**src/rtl/sib_key_pkg.sv**
```systemverilog
// Shared definitions for the SIB key driver: FSM encoding and scan-control decode.
// SIB_EXTRA_BITS is the number of SIB cells that follow the key register in the chain.
package sib_key_pkg;

  localparam int SIB_EXTRA_BITS = 1;

  localparam logic [2:0] S_IDLE     = 3'd0;
  localparam logic [2:0] S_CAPTURE  = 3'd1;
  localparam logic [2:0] S_SHIFT    = 3'd2;
  localparam logic [2:0] S_UPDATE   = 3'd3;
  localparam logic [2:0] S_VCAPTURE = 3'd4;
  localparam logic [2:0] S_VSHIFT   = 3'd5;
  localparam logic [2:0] S_VUPDATE  = 3'd6;
  localparam logic [2:0] S_DONE     = 3'd7;

  typedef struct packed {
    logic select;
    logic capture;
    logic shift;
    logic update;
  } scan_ctl_t;

  function automatic scan_ctl_t ctl_of(input logic [2:0] s);
    scan_ctl_t c;
    c = '0;
    c.capture = (s == S_CAPTURE) || (s == S_VCAPTURE);
    c.shift   = (s == S_SHIFT)   || (s == S_VSHIFT);
    c.update  = (s == S_UPDATE)  || (s == S_VUPDATE);
    c.select  = c.capture | c.shift | c.update;
    return c;
  endfunction

endpackage

```
**src/rtl/key_piso.sv**
```systemverilog
// Parallel-load serial-out register, MSB first; restart replays the last
// loaded word so a second pass emits the identical bit stream.
module key_piso
  import sib_key_pkg::*;
#(
  parameter int W = 9
) (
  input  logic         clk,
  input  logic         rst,
  input  logic         load,
  input  logic         restart,
  input  logic         shift,
  input  logic [W-1:0] data,
  output logic         sout
);

  logic [W-1:0] hold;
  logic [W-1:0] sreg;

  always_ff @(posedge clk) begin
    if (rst) begin
      hold <= '0;
      sreg <= '0;
    end else if (load) begin
      hold <= data;
      sreg <= data;
    end else if (restart) begin
      sreg <= hold;
    end else if (shift) begin
      sreg <= {sreg[W-2:0], 1'b0};
    end
  end

  assign sout = sreg[W-1];

endmodule

```
**src/rtl/sib_key_driver.sv**
```systemverilog
// Programs a key register + SIB scan chain, optionally re-scanning to verify.
// Build option: SIB_KEY_DRIVER_VERIFY_EN enables the verify pass.
module sib_key_driver
  import sib_key_pkg::*;
#(
  parameter int Length = 128
) (
  input  logic              Clock,
  input  logic              Reset,
  input  logic              Start,
  input  logic [Length-1:0] Key,
  input  logic              OpenReq,
  input  logic              SO,
  output logic              SI,
  output logic              ShiftEN,
  output logic              CaptureEN,
  output logic              UpdateEn,
  output logic              Select,
  output logic              Busy,
  output logic              Done,
  output logic              Opened,
  output logic              Error
);

  localparam int N  = Length + SIB_EXTRA_BITS;
  localparam int CW = $clog2(N + 1);
  localparam logic [CW-1:0] LAST = CW'(N - 1);

  logic [2:0]    state;
  logic [2:0]    state_nx;
  logic [CW-1:0] cnt;
  logic          open_q;
  logic          accept;
  logic          in_shift;
  logic          sout;
  scan_ctl_t     ctl;

  assign accept   = (state == S_IDLE) && Start;
  assign in_shift = (state == S_SHIFT) || (state == S_VSHIFT);
  assign ctl      = ctl_of(state);

  always_comb begin
    state_nx = state;
    unique case (state)
      S_IDLE:     if (Start) state_nx = S_CAPTURE;
      S_CAPTURE:  state_nx = S_SHIFT;
      S_SHIFT:    if (cnt == LAST) state_nx = S_UPDATE;
`ifdef SIB_KEY_DRIVER_VERIFY_EN
      S_UPDATE:   state_nx = S_VCAPTURE;
`else
      S_UPDATE:   state_nx = S_DONE;
`endif
      S_VCAPTURE: state_nx = S_VSHIFT;
      S_VSHIFT:   if (cnt == LAST) state_nx = S_VUPDATE;
      S_VUPDATE:  state_nx = S_DONE;
      S_DONE:     state_nx = S_IDLE;
    endcase
  end

  always_ff @(posedge Clock) begin
    if (Reset) begin
      state <= S_IDLE;
    end else begin
      state <= state_nx;
    end
  end

  // Counter restarts on every state change, so each shift pass begins at 0.
  always_ff @(posedge Clock) begin
    if (Reset) begin
      cnt <= '0;
    end else if (state_nx != state) begin
      cnt <= '0;
    end else if (in_shift) begin
      cnt <= cnt + 1'b1;
    end
  end

  always_ff @(posedge Clock) begin
    if (Reset) begin
      open_q <= 1'b0;
    end else if (accept) begin
      open_q <= OpenReq;
    end
  end

  key_piso #(
    .W (N)
  ) u_piso (
    .clk     (Clock),
    .rst     (Reset),
    .load    (accept),
    .restart (state == S_VCAPTURE),
    .shift   (in_shift),
    .data    ({OpenReq, Key}),
    .sout    (sout)
  );

  always_ff @(posedge Clock) begin
    if (Reset) begin
      SI        <= 1'b0;
      ShiftEN   <= 1'b0;
      CaptureEN <= 1'b0;
      UpdateEn  <= 1'b0;
      Select    <= 1'b0;
      Busy      <= 1'b0;
      Done      <= 1'b0;
    end else begin
      SI        <= in_shift & sout;
      ShiftEN   <= ctl.shift;
      CaptureEN <= ctl.capture;
      UpdateEn  <= ctl.update;
      Select    <= ctl.select;
      Busy      <= (state != S_IDLE);
      Done      <= (state == S_DONE);
    end
  end

`ifdef SIB_KEY_DRIVER_VERIFY_EN
  // High while the chain presents the captured SIB bit on SO.
  logic v_first;

  always_ff @(posedge Clock) begin
    if (Reset) begin
      v_first <= 1'b0;
    end else begin
      v_first <= (state == S_VSHIFT) && (cnt == '0);
    end
  end

  always_ff @(posedge Clock) begin
    if (Reset) begin
      Opened <= 1'b0;
      Error  <= 1'b0;
    end else if (accept) begin
      Opened <= 1'b0;
      Error  <= 1'b0;
    end else if (v_first) begin
      Opened <= SO;
      Error  <= open_q & ~SO;
    end
  end
`else
  logic unused_so;
  assign unused_so = SO;

  always_ff @(posedge Clock) begin
    if (Reset) begin
      Opened <= 1'b0;
      Error  <= 1'b0;
    end else if (accept) begin
      Opened <= 1'b0;
      Error  <= 1'b0;
    end else if (state == S_UPDATE) begin
      Opened <= open_q;
      Error  <= 1'b0;
    end
  end
`endif

endmodule

```
**config.mk**
```make
export PLATFORM = sky130hd
export DESIGN_NAME = sib_key_driver
export DESIGN_NICKNAME = d
export VERILOG_FILES = /design/src/rtl/sib_key_pkg.sv /design/src/rtl/key_piso.sv /design/src/rtl/sib_key_driver.sv
export SDC_FILE = /design/constraint.sdc
export NUM_CORES = 1
export LEC_CHECK = 0
export CELL_PAD_IN_SITES_DETAIL_PLACEMENT = 1
export CELL_PAD_IN_SITES_GLOBAL_PLACEMENT = 1
export CORE_UTILIZATION = 45
export CTS_CLUSTER_DIAMETER = 60
export DETAILED_ROUTE_END_ITERATION = 8
export PLACE_DENSITY_LB_ADDON = 0.1
export RECOVER_POWER = 50
export REMOVE_ABC_BUFFERS = 1
export SLEW_MARGIN = 20
export SYNTH_ARGS = -nofsm -noshare
export SYNTH_HDL_FRONTEND = slang
export SYNTH_HIERARCHICAL = 1
export SYNTH_SLANG_ARGS = --single-unit
export TNS_END_PERCENT = 50
```
**constraint.sdc**
```tcl
create_clock -name Clock -period 3.7 [get_ports Clock]
set_input_delay 0.925 -clock Clock [delete_from_list [all_inputs] [get_ports Clock]]
set_output_delay 0.925 -clock Clock [all_outputs]
set_load 0.01 [all_outputs]
```
==> results of run 1 <==
[layout make-up]
type	count	area [um2]	share of cell area
inverters	6	32.5	0.00245
clock inverters	6	83.8	0.00631
clock buffers	47	906	0.0682
well taps	319	399	0.0301
flip-flops and latches	278	5570	0.419
repair buffers	159	1620	0.122
multi-input cells	841	4680	0.352
[per-stage QoR]
| step | setup TNS, ns | setup slack [ns] | util | total power (W) |
|---|---|---|---|---|
| final | 0 | 0.738 | 0.562 | 0.00843 |
| after global routing | 0 | 0.518 | 0.562 | 0.00888 |
| after CTS | 0 | 0.844 | 0.564 | 0.00853 |
| after detailed placement | 0 | 0.492 | 0.522 | 0.00551 |
| after global placement | 0 | 0.581 | 0.522 | 0.00543 |
| after floorplan | -654.34 | -2.60 | - | 0.00485 |
[flip-flops by register name, summed over array words and instances (netlist names)]
name and count:
Busy 1, CaptureEN 1, Done 1, Opened 1
SI 1, Select 1, ShiftEN 1, UpdateEn 1
cnt 8, open_q 1, state 3, u_piso/hold 129
u_piso/sreg 129
[per-layer routing]
| layer | track usage | wire [um] | vias to the layer above |
|---|---|---|---|
| met5 | 0 | 0 | - |
| met4 | 0.0583 | 492 | 0 |
| met3 | 0.0274 | 907 | 42 |
| met2 | 0.396 | 14100 | 148 |
| met1 | 0.310 | 13500 | 4679 |
| li1 | - | - | 4631 |
[worst max-delay path by stage]
stage / startpoint / to / slack (ns) / depth (start not counted)
after floorplan: Start / u_piso/sreg[100] / -2.60 / 4
after global placement: Start / u_piso/sreg[9] / 0.58 / 6
after detailed placement: Start / u_piso/sreg[12] / 0.49 / 6
after CTS: state[1] / u_piso/sreg[108] / 0.84 / 7
after global routing: state[0] / u_piso/sreg[108] / 0.52 / 5
final: Reset / u_piso/sreg[2] / 0.74 / 3
[cell usage after synthesis (4+ instances only)]
master and count:
dfxtp_1 278, nand2_1 259, nor2_1 140, a21oi_1 131, a211oi_1 128, o221ai_1 128, buf_2 45, clkbuf_1 45
buf_6 14, buf_1 9, buf_4 7, nor3_1 6, inv_1 5, xor2_1 5, nor2b_1 4, o2111ai_1 4
[report_power, final]
| part | total (W) | internal [W] | switching [W] | leakage (nW) |
|---|---|---|---|---|
| sequential | 0.00370 | 0.00345 | 0.000256 | 2.29 |
| combinational | 0.00175 | 0.000729 | 0.00102 | 1.98 |
| clock | 0.00298 | 0.00180 | 0.00118 | 0.487 |
[cells by family (layout without fill, tap and decap cells)]
| group | after synthesis | count (layout) | share of synthesized area |
|---|---|---|---|
| AND/OR/NAND/NOR | 427 | 427 | 0.156 |
| adder cells (fa/ha/maj) | 2 | 2 | 0.00230 |
| buffers and inverters | 126 | 218 | 0.0606 |
| multiplexers | 3 | 3 | 0.00276 |
| XOR/XNOR | 8 | 8 | 0.00643 |
| AO/OA/AOI/OAI | 400 | 400 | 0.261 |
| flip-flops | 278 | 278 | 0.511 |
| other | 1 | 1 | 0.000344 |
[critical path, cell delays in order]
cell and delay (ns):
clkbuf_2 1.15, clkbuf_4 1.08, a211oi_1 0.13
==> reports/results.tsv, run 1 <==
metric	value	unit
Async SR Flop Fraction	0	
Slew Limit Fails	74	
post-synth top area cell	dfxtp_1	
Avg WL per Cell	17.5	um
# rows	56	
fmax	338	MHz
Non-Filler Instances	1656	
HPWL after DPL	17100	um
CTS tree	built	
share of cells above drive strength 1	0.0531	
Max-cap violations	1	
Post-Synthesis Cells	1245	
Hold EP	u_piso/hold[124]	
Hold Path Origin	u_piso/hold[124]	
setup slack, reg-to-reg	0.84	ns
final wirelength	29000	um
Post-DRT Antenna Nets	0	
fin area	13300	um2
Port-buffer cells	139	
initial antenna violation count	0	
Syn. warnings	6	
number of enable flip-flop cells after synthesis	0	
core region area	23600	um2
clock tree buffer depth	3	
vias in the first global route	9500	
Startpoint Class	input pin	
Hold Path Class	reg2reg	
dpl cells	1603	
fillers	2721	
Yosys cell types	40	
top cells by area, synth	dfxtp_1 51%, o221ai_1 10%, nand2_1 8.9%	
reg2reg end	u_piso/sreg[37]	
Yosys reg bits	278	
crit end category	flop	
first-pass GRT wire length	47600	um
total CTS buffers	30	
clock root cell	clkbuf_16	
max_slew headroom	-0.105	
initial core utilization	0.462	
Die Wd	158	um
kind of critical path	in2reg	
Post-route DRC	0	
io pins	142	
endpoints failing setup	0	
antenna cell count	0	
RSZ-0062 raised after global routing	no	
Final Hold Viols	0	
Nets	1451	
H-tree levels	1	
pwr dens	635	nW/um2
Reg2Reg Launch Point	state[0]	
Clk Latency, worst-skew pair	0.54	ns
outcome	complete, but fails checks	
via count	9500	
CP required	4.07	ns
first-pass iteration count of the detailed router	5	
Setup Fix Bufs, Post-CTS	0	
most frequent cells in the layout	278 x dfxtp_1, 259 x nand2_1, 140 x nor2_1	
largest net degree at the start of global routing	90	
Worst Max-Slew Pin Slew	1.66	ns
Hold Worst Slack	0.459	ns
Final Cycle Share	0.801	
Worst Reg-to-Reg Cells	5	
syn avg cell area	8.75	um2
Clock Sinks	278	
sequential share of the synthesized area	0.511	
leakage	4.76	nW
commonest non-fill, non-tap cell in the layout	dfxtp_1	
cell area after synthesis	10900	um2
Hold Buf Count CTS	0	
Synth Flop Type	dfxtp_1	
GPL Wtd Cong	0.760	
failing checks	capacitance limit, slew limit	
vias per cell	5.74	
fin crit period	2.96	ns
top-area cell type share of the netlist area	0.511	
Reg clk slew, reported paths	0.06	ns
GRT Resource Usage Total	0.232	
Die Y	158	um
Max VDD drop	0.355	mV
Placed Area	12300	um2
Layout Area Growth over Synthesis	21.9	%
Arr. time, crit path	3.33	ns
Resize count post-CTS	0	
top fanout value on the critical path	89	
Max Clock Skew	0.00754	ns
die area	24800	um2
Initial DRC Count	627	
Congestion Overflow GR	0	
Hold Path Depth	2	
No activity file was read; power rests on OpenSTA's default activity.
==> inputs of run 2 (changes only) <==
Settings changed: CORE_UTILIZATION 45 to 42.
Clock period 3.7 ns to 3.1 ns, I/O delays scaled along.
==> reports/results.tsv, run 2 (same netlist as run 1, synthesis figures left out) <==
metric	value	unit	change
endpoints failing setup	0		unchanged
utilization after layout	0.533		-0.0293
Max Clock Skew	0.00881	ns	+0.00127 ns
Arr. time, crit path	3.07	ns	-0.26 ns
Die Wd	163	um	+3.5%
clock root cell	clkbuf_16		
final wirelength	28400	um	-2.1%
Resize count post-CTS	0		unchanged
TNS Setup	0	ns	unchanged
Max-cap violations	0		-1
Die Y	163	um	+3.5%
Hold Worst Slack	0.461	ns	+0.00132 ns
Reg clk slew, reported paths	0.06	ns	about the same
Hold Buf Count CTS	0		unchanged
# rows	58		+3.6%
Post-DRT Antenna Nets	0		unchanged
Post-route DRC	0		unchanged
leakage	4.89	nW	+2.8%
max_slew headroom	0.487		+0.591
first-pass GRT wire length	46800	um	-1.6%
Switching Share	0.285		-0.00606
Regs by FF count	u_piso/hold x129, u_piso/sreg x129, cnt x8		
RSZ-0062 raised after global routing	no		
initial antenna violation count	0		unchanged
fmax	380	MHz	
Sw Pwr	0.00294	W	+20%
share of cells above drive strength 1	0.0611		+0.00800
CTS tree	built		
die area	26600	um2	+7.0%
top fanout value on the critical path	54		-39%
DP Worst Slack	0.404	ns	-0.0877 ns
io pins	142		unchanged
GPL Wtd Cong	0.745		-2.0%
Clock Sinks	278		unchanged
kind of critical path	reg2reg		
via count	9383		-1.2%
CP required	3.54	ns	-0.53 ns
Congestion Overflow GR	0		unchanged
Clk Latency, worst-skew pair	0.55	ns	about the same
Comb power frac	0.205		-0.002
internal power	0.00736	W	+23%
Initial DRC Count	542		-14%
Max VDD drop	0.436	mV	+23%
fin worst setup slack	0.468	ns	-0.269 ns
fin crit period	2.63	ns	
vias per cell	5.61		-2.2%
Slew Limit Fails	0		-100%
antenna cell count	0		unchanged
total CTS buffers	30		unchanged
sequential share of power	0.428		-0.011
most frequent cells in the layout	278 x dfxtp_1, 259 x nand2_1, 141 x nor2_1		
clock tree buffer depth	3		unchanged
GRT Resource Usage Total	0.212		-0.0195
Avg WL per Cell	17.0	um	-3.1%
H-tree levels	1		unchanged
pwr dens	763	nW/um2	+20%
first-pass iteration count of the detailed router	5		unchanged
Layout Area Growth over Synthesis	23.9	%	
vias in the first global route	9373		-1.3%
Hold Path Class	reg2reg		
Final Hold Viols	0		unchanged
HPWL after DPL	16700	um	-2.4%
largest net degree at the start of global routing	94		+4.4%
crit end category	flop		
Setup Fix Bufs, Post-CTS	0		unchanged
Port-buffer cells	139		unchanged
core region area	25300	um2	+7.3%
initial core utilization	0.430		-0.0312
Startpoint Class	flop		
Clock Power Share	0.366		+0.012
Final Cycle Share	0.849		
outcome	finished clean		
Nets	1454		+0.21%
commonest non-fill, non-tap cell in the layout	dfxtp_1		
Worst Max-Slew Pin Slew	0.770	ns	-0.887 ns
[run 2: changes by cell type in the layout (fill, tap and decap cells not counted), sizes merged]
cell,previous run,this run
clkbuf,52,47
clkinv,4,7
clkdlybuf4s50,137,130
dlygate4sd3,1,8
bufinv,2,3
buf,16,22
[run 2: area by class of cell]
type	count	area [um2]
fillers	2889	11800
flip-flops and latches	278	5570
multi-input cells	841	4670
repair buffers	162	1750
clock buffers	45	948
well taps	330	413
clock inverters	10	125
inverters	6	32.5
[run 2: layer usage]
| layer | vias up | wire length [um] | global-route usage |
|---|---|---|---|
| met3 | 38 | 915 | 0.0254 |
| met2 | 162 | 13400 | 0.359 |
| li1 | 4652 | - | - |
| met1 | 4531 | 13500 | 0.287 |
| met4 | 0 | 562 | 0.0527 |
| met5 | - | 0 | 0 |
[run 2: critical path: stages (launching register included)]
cell and delay [ns]:
dfxtp_1 0.45, nor3_1 0.37, and2_0 0.53, or3_4 0.51, buf_12 0.31, nor2_1 0.08
a211oi_1 0.25
[run 2: worst paths after layout]
check                           cells past startpoint                to             start  slack (ns)
worst min register to register                      2  u_piso/hold[124]  u_piso/hold[124]        0.46
worst max register to register                      6   u_piso/sreg[97]          state[0]        0.47
worst max-delay path                                6   u_piso/sreg[97]          state[0]        0.47
worst min-delay path                                2  u_piso/hold[124]  u_piso/hold[124]        0.46
[run 2: stage by stage]
stage / instances / instance area, um2 / total power, W
CTS: 1672 / 13500 / 0.0104
global placement: 1617 / 12400 / 0.00654
global route: 1672 / 13500 / 0.0109
finish: 1672 / 13500 / 0.0103
floorplan: 1125 / 10300 / 0.00578
detailed placement: 1617 / 12400 / 0.00661
[run 2: power by group through the flow]
stage	Combinational (W)	Sequential, W	Clock, W
4_1_cts	0.00216	0.00441	0.00387
6_report	0.00212	0.00441	0.00378
3_5_place_dp	0.00214	0.00447	0
2_1_floorplan	0.00139	0.00439	0
3_3_place_gp	0.00208	0.00446	0
5_1_grt	0.00238	0.00447	0.00403
==> inputs of run 3 (changes only) <==
Clock period 3.1 ns to 2.75 ns, I/O delays scaled along.
==> reports/results.tsv, run 3 (same netlist as run 1, synthesis figures left out) <==
metric	value	unit	change
outcome	finished clean		
Post-DRT Antenna Nets	0		unchanged
fin area	13500	um2	-0.29%
Die Y	163	um	unchanged
fillers	2924		+1.2%
Layout Area Growth over Synthesis	23.6	%	
die area	26600	um2	unchanged
sequence of cells on the critical path	nor3_1, and2_4, clkbuf_2, nand2_1, a211oi_1		
Avg WL per Cell	17.1	um	+0.58%
Max VDD drop	0.417	mV	-4.3%
Hold Buf Count CTS	0		unchanged
fmax	416	MHz	+9.4%
Reg clk slew, reported paths	0.06	ns	about the same
Startpoint Class	flop		
Nets	1462		+0.55%
max_slew headroom	0.456		-0.0306
most frequent cells in the layout	278 x dfxtp_1, 259 x nand2_1, 141 x nor2_1		
vias per cell	5.59		-0.46%
fin worst setup slack	0.345	ns	-0.124 ns
Max-cap violations	0		unchanged
initial core utilization	0.430		unchanged
initial antenna violation count	2		+2
Placed Area	12500	um2	+0.42%
H-tree levels	1		unchanged
Worst Reg-to-Reg Cells	5		-1
Final Cycle Share	0.875		+0.0258
Regs by FF count	u_piso/hold x129, u_piso/sreg x129, cnt x8		
crit end category	flop		
DP Worst Slack	0.125	ns	-0.279 ns
total CTS buffers	31		+3.3%
Hold Path Class	reg2reg		
vias in the first global route	9656		+3.0%
fin crit period	2.41	ns	-0.226 ns
Die Wd	163	um	unchanged
endpoints failing setup	0		unchanged
CP delay by family, top	simple AND/OR/NAND/NOR gates		
pwr dens	850	nW/um2	+11%
register area	5570	um2	unchanged
crit-path max cell delay	0.61	ns	+0.08 ns
Arr. time, crit path	2.86	ns	-0.21 ns
leakage	4.87	nW	-0.52%
core region area	25300	um2	unchanged
via count	9396		+0.14%
setup slack, reg-to-reg	0.34	ns	-0.12 ns
Final Hold Viols	0		unchanged
GPL Wtd Cong	0.746		+0.16%
Clk Latency, worst-skew pair	0.55	ns	about the same
# rows	58		unchanged
Slew Limit Fails	0		unchanged
share of cells above drive strength 1	0.0644		+0.00329
Hold Path Origin	u_piso/hold[26]		
HPWL after DPL	17600	um	+5.4%
Congestion Overflow GR	0		unchanged
Post-route DRC	0		unchanged
io pins	142		unchanged
RSZ-0062 raised after global routing	no		
Hold EP	u_piso/hold[26]		
Initial DRC Count	545		+0.55%
Worst Max-Slew Pin Slew	0.816	ns	+0.0459 ns
GRT Resource Usage Total	0.219		+0.00676
slowest CP cell	clkbuf_2		
worst path bufs/invs	1		unchanged
first-pass iteration count of the detailed router	4		-1
largest net degree at the start of global routing	129		+37%
Reg2Reg Launch Point	state[0]		
Multi-input gate area	4670	um2	about the same
clock root cell	clkbuf_16		
Max Clock Skew	0.0104	ns	+0.00155 ns
commonest non-fill, non-tap cell in the layout	dfxtp_1		
Setup Fix Bufs, Post-CTS	0		unchanged
CP required	3.21	ns	-0.33 ns
Port-buffer cells	139		unchanged
clock tree buffer depth	3		unchanged
reg2reg end	u_piso/sreg[27]		
Hold Path Depth	2		unchanged
kind of critical path	reg2reg		
CTS tree	built		
Clock Sinks	278		unchanged
final wirelength	28800	um	+1.2%
top fanout value on the critical path	39		-28%
Resize count post-CTS	0		unchanged
first-pass GRT wire length	48400	um	+3.4%
[run 3: cell type report]
cell class / instances / area share
Clock buffer: 42 / 0.0651
Antenna cell: 1 / 0.000186
Clock inverter: 15 / 0.0104
Inverter: 6 / 0.00242
Multi-Input combinational cell: 841 / 0.347
Tap cell: 330 / 0.0307
Sequential cell: 278 / 0.413
Timing Repair Buffer: 169 / 0.131
[run 3: worst min-delay path: cells and delay by family, from the launching register on]
family	cells	cell delay (ns)
AOI/OAI and AO/OA	1	0.05
DFF	1	0.31
and+or+nand+nor	1	0.06
[run 3: worst max-delay path by stage]
| stage | start | to | slack (ns) | cells past startpoint |
|---|---|---|---|---|
| 6_report | state[0] | u_piso/sreg[27] | 0.34 | 5 |
| 4_1_cts | state[0] | u_piso/sreg[104] | 0.40 | 7 |
| 3_3_place_gp | Start | u_piso/sreg[97] | 0.18 | 6 |
| 5_1_grt | state[2] | u_piso/sreg[47] | 0.08 | 6 |
| 3_5_place_dp | Start | u_piso/sreg[104] | 0.12 | 6 |
| 2_1_floorplan | state[0] | u_piso/sreg[100] | -3.37 | 5 |
[run 3: where the power goes]
| group | switching [W] | internal [W] | total, W |
|---|---|---|---|
| Sequential | 0.000336 | 0.00463 | 0.00497 |
| Clock | 0.00166 | 0.00242 | 0.00409 |
| Combinational | 0.00137 | 0.00102 | 0.00239 |
[run 3: metrics by stage]
step | instances | util | power [W] | setup TNS, ns | hold WS, ns
detailed placement | 1624 | 0.494 | 0.00748 | 0 | 0.449
CTS | 1681 | 0.534 | 0.0116 | 0 | 0.467
global route | 1681 | 0.532 | 0.0121 | 0 | 0.479
global placement | 1624 | 0.494 | 0.00738 | 0 | 0.445
finish | 1682 | 0.532 | 0.0114 | 0 | 0.465
floorplan | 1125 | - | 0.00652 | -853.73 | 0.430
[run 3: routing by layer]
metal	vias to the layer above	track usage	part of all wire
li1	4664	-	-
met1	4543	0.292	0.47
met2	148	0.374	0.48
met3	39	0.0307	0.033
met4	2	0.0497	0.017
met5	-	0	0.00045
